### config.mk
export PLATFORM = sky130hd
export DESIGN_NAME = hpdcache_victim_cyclic_set_flat
export DESIGN_NICKNAME = d
export VERILOG_FILES = /design/src/rtl/hpdcache_victim_cyclic_set.sv /design/src/rtl/hpdcache_victim_cyclic_set_if.sv /design/src/flat_wrapper.sv
export SDC_FILE = /design/constraint.sdc
export NUM_CORES = 1
export LEC_CHECK = 0
export ABC_CLOCK_PERIOD_IN_PS = 3750
export BUFFER_PORTS_ARGS = -buffer_cell sky130_fd_sc_hd__clkbuf_2
export CAP_MARGIN = 20
export CORE_MARGIN = 2
export CORE_UTILIZATION = 50
export DETAILED_ROUTE_END_ITERATION = 12
export GPL_ROUTABILITY_DRIVEN = 0
export PLACE_DENSITY = 0.79
export SLEW_MARGIN = 20
export SYNTH_ARGS = -nofsm -noshare
export SYNTH_HDL_FRONTEND = slang
export SYNTH_SLANG_ARGS = --single-unit
### constraint.sdc
create_clock -name clk_i -period 3.75 [get_ports clk_i]
set_input_delay 0.5625 -clock clk_i [delete_from_list [all_inputs] [get_ports clk_i]]
set_output_delay 0.5625 -clock clk_i [all_outputs]
set_load 0.005 [all_outputs]
### src/rtl/hpdcache_victim_cyclic_set.sv
// Cyclic (round-robin) victim selector with per-set or global wrap-around pointers,
// optional clean-first preference and hit-protect pointer advance.
package hpdcache_victim_cyclic_set_pkg;
  typedef struct packed {
    int unsigned sets;
    int unsigned ways;
  } hpdcache_user_cfg_t;

  typedef struct packed {
    hpdcache_user_cfg_t u;
    int unsigned        wayIndexWidth;
  } hpdcache_cfg_t;

  localparam hpdcache_cfg_t HPDcacheCfgDefault = '{
    u: '{sets: 32'd4, ways: 32'd4},
    wayIndexWidth: 32'd2
  };
endpackage

module hpdcache_victim_cyclic_set
  import hpdcache_victim_cyclic_set_pkg::*;
#(
  parameter hpdcache_cfg_t HPDcacheCfg = HPDcacheCfgDefault,
  parameter bit            PerSetPtr   = 1'b1
) (
  input  logic                         clk_i,
  input  logic                         rst_ni,
  hpdcache_victim_cyclic_set_if.slave  bus_io
);
  localparam int unsigned Ways    = HPDcacheCfg.u.ways;
  localparam int unsigned Sets    = HPDcacheCfg.u.sets;
  localparam int unsigned WayIdxW = HPDcacheCfg.wayIndexWidth;
  localparam int unsigned NumPtrs = PerSetPtr ? Sets : 1;
  localparam int unsigned PtrIdxW = (NumPtrs > 1) ? $clog2(NumPtrs) : 1;

  typedef logic [WayIdxW-1:0] way_idx_t;
  typedef logic [PtrIdxW-1:0] ptr_idx_t;

  // Increment with explicit wrap so non-power-of-2 way counts stay in range.
  function automatic way_idx_t wrap_inc(input way_idx_t x);
    return (32'(x) == Ways - 1) ? '0 : x + way_idx_t'(1);
  endfunction

  // First set bit of vec searching p, p+1, ..., Ways-1, 0, ..., p-1; MSB of result = found.
  function automatic logic [WayIdxW:0] circ_first(input logic [Ways-1:0] vec, input way_idx_t p);
    logic        found;
    way_idx_t    idx;
    way_idx_t    idx_j;
    int unsigned j;
    found = 1'b0;
    idx   = '0;
    for (int unsigned k = 0; k < Ways; k++) begin
      j = 32'(p) + k;
      if (j >= Ways) j = j - Ways;
      idx_j = way_idx_t'(j);
      if (!found && vec[idx_j]) begin
        found = 1'b1;
        idx   = idx_j;
      end
    end
    return {found, idx};
  endfunction

  way_idx_t ptr_q [NumPtrs];
  way_idx_t ptr_d [NumPtrs];

  logic [Ways-1:0]  unused_ways, cand_ways, clean_ways;
  logic [WayIdxW:0] search;
  way_idx_t         sel_ptr, victim_idx, updt_idx;
  logic             victim_rot;
  ptr_idx_t         sel_pidx, updt_pidx;
  logic             unused_wback;

  assign unused_wback = ^bus_io.sel_dir_wback_i;

  assign sel_pidx  = PerSetPtr ? ptr_idx_t'(bus_io.sel_victim_set_i) : '0;
  assign updt_pidx = PerSetPtr ? ptr_idx_t'(bus_io.updt_set_i) : '0;
  assign sel_ptr   = ptr_q[sel_pidx];

  assign unused_ways = ~bus_io.sel_dir_fetch_i & ~bus_io.sel_dir_valid_i;
  assign cand_ways   = ~bus_io.sel_dir_fetch_i & bus_io.sel_dir_valid_i;
  assign clean_ways  = cand_ways & ~bus_io.sel_dir_dirty_i;

  // Victim priority: unused (lowest index), then clean-first, then any candidate.
  always_comb begin
    search     = '0;
    victim_rot = 1'b0;
    if (|unused_ways) begin
      search = circ_first(unused_ways, '0);
    end else if (bus_io.cfg_skip_dirty_i && |clean_ways) begin
      search     = circ_first(clean_ways, sel_ptr);
      victim_rot = 1'b1;
    end else if (|cand_ways) begin
      search     = circ_first(cand_ways, sel_ptr);
      victim_rot = 1'b1;
    end
    victim_idx = search[WayIdxW-1:0];
    bus_io.sel_victim_way_o = search[WayIdxW] ? (Ways'(1) << victim_idx) : '0;
  end

  // Index of the (assumed one-hot) accessed way.
  always_comb begin
    updt_idx = '0;
    for (int unsigned k = 0; k < Ways; k++) begin
      if (bus_io.updt_way_i[way_idx_t'(k)]) updt_idx = updt_idx | way_idx_t'(k);
    end
  end

  // Pointer next state; the selection commit is applied last so it wins on a shared entry.
  always_comb begin
    ptr_d = ptr_q;
    if (bus_io.ptr_clr_i) begin
      for (int unsigned s = 0; s < NumPtrs; s++) ptr_d[s] = '0;
    end else begin
      if (bus_io.updt_i && bus_io.cfg_hit_protect_i && |bus_io.updt_way_i &&
          (updt_idx == ptr_q[updt_pidx])) begin
        ptr_d[updt_pidx] = wrap_inc(ptr_q[updt_pidx]);
      end
      if (bus_io.sel_victim_i && victim_rot) begin
        ptr_d[sel_pidx] = wrap_inc(victim_idx);
      end
    end
  end

  // Pointer state with asynchronous clear.
  always_ff @(posedge clk_i or negedge rst_ni) begin
    if (!rst_ni) begin
      for (int unsigned s = 0; s < NumPtrs; s++) ptr_q[s] <= '0;
    end else begin
      for (int unsigned s = 0; s < NumPtrs; s++) ptr_q[s] <= ptr_d[s];
    end
  end
endmodule

### src/rtl/hpdcache_victim_cyclic_set_if.sv
// Victim-selection request/response bundle for the cyclic victim selector.
interface hpdcache_victim_cyclic_set_if #(
  parameter int unsigned Sets = 4,
  parameter int unsigned Ways = 4
);
  localparam int unsigned SetW = (Sets > 1) ? $clog2(Sets) : 1;

  logic              updt_i;
  logic [SetW-1:0]   updt_set_i;
  logic [Ways-1:0]   updt_way_i;
  logic              sel_victim_i;
  logic [Ways-1:0]   sel_dir_valid_i;
  logic [Ways-1:0]   sel_dir_wback_i;
  logic [Ways-1:0]   sel_dir_dirty_i;
  logic [Ways-1:0]   sel_dir_fetch_i;
  logic [SetW-1:0]   sel_victim_set_i;
  logic              cfg_skip_dirty_i;
  logic              cfg_hit_protect_i;
  logic              ptr_clr_i;
  logic [Ways-1:0]   sel_victim_way_o;

  modport master (
    output updt_i, updt_set_i, updt_way_i, sel_victim_i, sel_dir_valid_i, sel_dir_wback_i,
           sel_dir_dirty_i, sel_dir_fetch_i, sel_victim_set_i, cfg_skip_dirty_i,
           cfg_hit_protect_i, ptr_clr_i,
    input  sel_victim_way_o
  );

  modport slave (
    input  updt_i, updt_set_i, updt_way_i, sel_victim_i, sel_dir_valid_i, sel_dir_wback_i,
           sel_dir_dirty_i, sel_dir_fetch_i, sel_victim_set_i, cfg_skip_dirty_i,
           cfg_hit_protect_i, ptr_clr_i,
    output sel_victim_way_o
  );
endinterface

### src/flat_wrapper.sv
// flat-port wrapper written by rule: the top's interface ports become plain ports
module hpdcache_victim_cyclic_set_flat import hpdcache_victim_cyclic_set_pkg::*;
#(
  parameter hpdcache_cfg_t HPDcacheCfg = HPDcacheCfgDefault,
  parameter bit            PerSetPtr   = 1'b1
)
  (clk_i, rst_ni, bus_io_updt_i, bus_io_updt_set_i, bus_io_updt_way_i, bus_io_sel_victim_i, bus_io_sel_dir_valid_i, bus_io_sel_dir_wback_i, bus_io_sel_dir_dirty_i, bus_io_sel_dir_fetch_i, bus_io_sel_victim_set_i, bus_io_cfg_skip_dirty_i, bus_io_cfg_hit_protect_i, bus_io_ptr_clr_i, bus_io_sel_victim_way_o);
  hpdcache_victim_cyclic_set_if #(.Sets(4), .Ways(4)) bus_io_i ();
  input  logic clk_i;
  input  logic rst_ni;
  input wire logic [$bits(bus_io_i.updt_i)-1:0] bus_io_updt_i;
  input wire logic [$bits(bus_io_i.updt_set_i)-1:0] bus_io_updt_set_i;
  input wire logic [$bits(bus_io_i.updt_way_i)-1:0] bus_io_updt_way_i;
  input wire logic [$bits(bus_io_i.sel_victim_i)-1:0] bus_io_sel_victim_i;
  input wire logic [$bits(bus_io_i.sel_dir_valid_i)-1:0] bus_io_sel_dir_valid_i;
  input wire logic [$bits(bus_io_i.sel_dir_wback_i)-1:0] bus_io_sel_dir_wback_i;
  input wire logic [$bits(bus_io_i.sel_dir_dirty_i)-1:0] bus_io_sel_dir_dirty_i;
  input wire logic [$bits(bus_io_i.sel_dir_fetch_i)-1:0] bus_io_sel_dir_fetch_i;
  input wire logic [$bits(bus_io_i.sel_victim_set_i)-1:0] bus_io_sel_victim_set_i;
  input wire logic [$bits(bus_io_i.cfg_skip_dirty_i)-1:0] bus_io_cfg_skip_dirty_i;
  input wire logic [$bits(bus_io_i.cfg_hit_protect_i)-1:0] bus_io_cfg_hit_protect_i;
  input wire logic [$bits(bus_io_i.ptr_clr_i)-1:0] bus_io_ptr_clr_i;
  output wire logic [$bits(bus_io_i.sel_victim_way_o)-1:0] bus_io_sel_victim_way_o;
  assign bus_io_i.updt_i = bus_io_updt_i;
  assign bus_io_i.updt_set_i = bus_io_updt_set_i;
  assign bus_io_i.updt_way_i = bus_io_updt_way_i;
  assign bus_io_i.sel_victim_i = bus_io_sel_victim_i;
  assign bus_io_i.sel_dir_valid_i = bus_io_sel_dir_valid_i;
  assign bus_io_i.sel_dir_wback_i = bus_io_sel_dir_wback_i;
  assign bus_io_i.sel_dir_dirty_i = bus_io_sel_dir_dirty_i;
  assign bus_io_i.sel_dir_fetch_i = bus_io_sel_dir_fetch_i;
  assign bus_io_i.sel_victim_set_i = bus_io_sel_victim_set_i;
  assign bus_io_i.cfg_skip_dirty_i = bus_io_cfg_skip_dirty_i;
  assign bus_io_i.cfg_hit_protect_i = bus_io_cfg_hit_protect_i;
  assign bus_io_i.ptr_clr_i = bus_io_ptr_clr_i;
  assign bus_io_sel_victim_way_o = bus_io_i.sel_victim_way_o;
  hpdcache_victim_cyclic_set #(.HPDcacheCfg(HPDcacheCfg), .PerSetPtr(PerSetPtr)) u_core (.clk_i(clk_i), .rst_ni(rst_ni), .bus_io(bus_io_i));
endmodule
==> run metrics <==
Fmax=309 MHz; worst-margin pin slew=0.820 ns; CP required=3.19 ns; arrival time worst endpoint=2.67 ns; first-pass detailed-route iteration total=4; synthesis-stage register bit count=8; CTS Buf Count=3; Fillers=165; share of cells above drive strength 1=29.9%; Post-synth EDFFs=0; max-cap viol count=0; worst path cell trace=clkbuf_2 -> mux4_2 -> nor2b_1 -> o21ai_0 -> o211a_1 -> o21ai_1 -> a21oi_1 -> ha_1 -> and2_1 -> clkbuf_2; average size of a mapped cell=8.56 um2; Die Y=50.1 um; final WL=2630 um; pin count of the biggest net entering global routing=11; Max-Slew Margin vs Limit=44.5%; post-route minimum period=3.24 ns; top cell family by delay on the critical path=compound AO/OA/AOI/OAI gates; max incr delay on CP=0.61 ns; CTS clk-pin slew, worst paths=0.05 ns; Top reg by flops=u_core.ptr_q; final setup violating endpoints=0; all-layer global routing usage=22.8%; Leakage Power=0.568 nW; post-route setup TNS=0 ns; Routed Antenna Nets=0; Netlist cell types=46; total core area=1980 um2; CTS tree=built; CP Buf/Inv Count=2; Mapped Cells=124; Largest register FFs=8; synth top area cells=dfrtp_1 19%, mux4_2 6.4%, ha_1 5.9%; Vias=1118; type of origin of the critical path=input pin; initial antenna violation count=0; Fin. Hold Viols=0; post-synth net total=160; post_cts resized=0; I/O Buffers=30; vias in the first global route=1070; drt initial violations=19; clock tree buffer depth=2; final core utilization=63.4%; share of the synthesized area in the top cell type=18.9%; status=completed; Sinks on Clock Net=8; Crit Path Max Fanout=8; Most Frequent Cell on Critical Path=clkbuf_2; # Post-CTS Setup Buffers=0; Initial Utilization=53.5%; die width=50.1 um; hold_buf cts=0; DP Area=1230 um2; post-synth top area cell=dfrtp_1; Layout Cell Area excl Fill=1260 um2; Final period util=86.3%; Largest regs=u_core.ptr_q (8); critical path's slowest cell=mux4_2; DRC violations left=0; nets=192; Root Buffer=clkbuf_4; ys flop type=dfrtp_1; Rows=16; area grow syn2layout=18.4%; kind of critical path=in -> out; ant diodes=0; Worst IR Drop VDD=0.205 mV; Clock Latency Late Sink=0.25 ns; non-filler cells in the finished layout=181; first-pass GRT wire length=4450 um; mapped cell area=1060 um2; Power Dens Cells=203 nW/um2; count of final max-slew check failures=0; Inst Count DP=178; RSZ-0062 raised after global routing=no; Ys Warns=0; sequential area share after synthesis=18.9%; post-DR wirelength/cell=14.5 um; Die ar.=2510 um2; asr flop ratio synth=100%; htree depth=1; Layout Skew=0.00543 ns; critical path capture point type=primary output; vias per cell=6.18; total I/O pin count=35; GRT overflow=0; total power=0.256 mW; min-delay worst type=in -> async
==> worst reg2reg max path, cell delays in order (launching register included) <==
cell      delay [ns]
dfrtp_1         0.39
mux4_2          0.57
nor2b_1         0.18
o21ai_0         0.22
o211a_1         0.19
o21ai_1         0.08
a21oi_1         0.25
ha_1            0.32
a211oi_1        0.23
==> final timing paths <==
kind | from | endpoint | slack (ns) | cells past startpoint
worst max-delay path | bus_io_sel_victim_set_i[0] | bus_io_sel_victim_way_o[3] | 0.51 | 10
worst min-delay path | rst_ni | u_core.ptr_q[2]$_DFF_PN0_ | 0.14 | 1
worst max register to register | u_core.ptr_q[0]$_DFF_PN0_ | u_core.ptr_q[5]$_DFF_PN0_ | 1.22 | 8
worst min register to register | u_core.ptr_q[6]$_DFF_PN0_ | u_core.ptr_q[6]$_DFF_PN0_ | 0.68 | 3
max in group asynchronous | rst_ni | u_core.ptr_q[1]$_DFF_PN0_ | 3.43 | 1
min in group clk_i | bus_io_ptr_clr_i | u_core.ptr_q[3]$_DFF_PN0_ | 0.64 | 2
==> layout by cell type (no fill, tap or decap), drive strengths merged, types with 2 or more instances in the layout <==
master | Yosys | final
o22ai | 3 | 3
clkbuf | 3 | 33
o21ai | 6 | 6
nor2 | 12 | 12
a211oi | 12 | 12
nor4 | 2 | 2
nor4b | 2 | 2
mux2i | 4 | 4
ha | 5 | 5
nor2b | 8 | 8
nand2 | 6 | 6
nand2b | 4 | 4
and2 | 5 | 5
or2 | 2 | 2
nor3 | 7 | 7
dfrtp | 8 | 8
mux4 | 4 | 4
a21o | 5 | 5
a21oi | 2 | 2
a31oi | 2 | 2
==> cells in the mapped netlist, types with 2 or more instances <==
cell type	count
ha_1	5
and2_1	5
a21oi_1	2
nand2_1	6
nor4_1	2
a211oi_2	4
a211oi_1	8
clkbuf_1	3
nor3_1	6
nor2b_1	8
dfrtp_1	8
nand2b_1	4
nor4b_1	2
a31oi_1	2
o22ai_1	3
nor2_1	12
a21o_1	5
mux2i_1	4
o21ai_0	5
mux4_2	3
or2_2	2
==> metal layers <==
metal,part of all wire [%],up-vias,wire [um],global-route usage (%)
met4,0.65,0,17,9.26
met1,43,534,1120,28.6
met2,53,31,1390,39.7
li1,-,549,-,-
met5,0,-,0,0
met3,3.8,4,99,2.12
==> per-stage QoR <==
step	hold slack, ns	setup slack [ns]
3_5_place_dp	0.418	0.540
4_1_cts	0.148	0.535
5_1_grt	0.163	0.370
2_1_floorplan	0.267	0.733
3_3_place_gp	0.414	0.570
6_report	0.144	0.514
==> cell families after synthesis <==
kind of cell	after synthesis	synth area share, %
and+or+nand+nor	57	30.5
AOI/OAI and AO/OA	40	28.8
muxes	9	13.7
DFF	8	18.9
adders and majority gates	5	5.90
buffers and inverters	4	1.41
xor gates and xnor gates	1	0.826
==> power breakdown <==
group	internal, mW	leakage (nW)	switching [mW]
registers	0.0885	0.111	0.00151
clock network	0.0365	0.0138	0.0281
logic	0.0446	0.443	0.0563
==> final cells by class <==
type                    instances  area, um2  share of cell area [%]
multi-input cells             112        846                    67.3
flip-flops and latches          8        200                    15.9
repair buffers                 30        150                    12.0
well taps                      27       33.8                    2.69
clock buffers                   3       22.5                    1.79
inverters                       1       3.75                   0.299
Power figures use the tool's default switching activity.
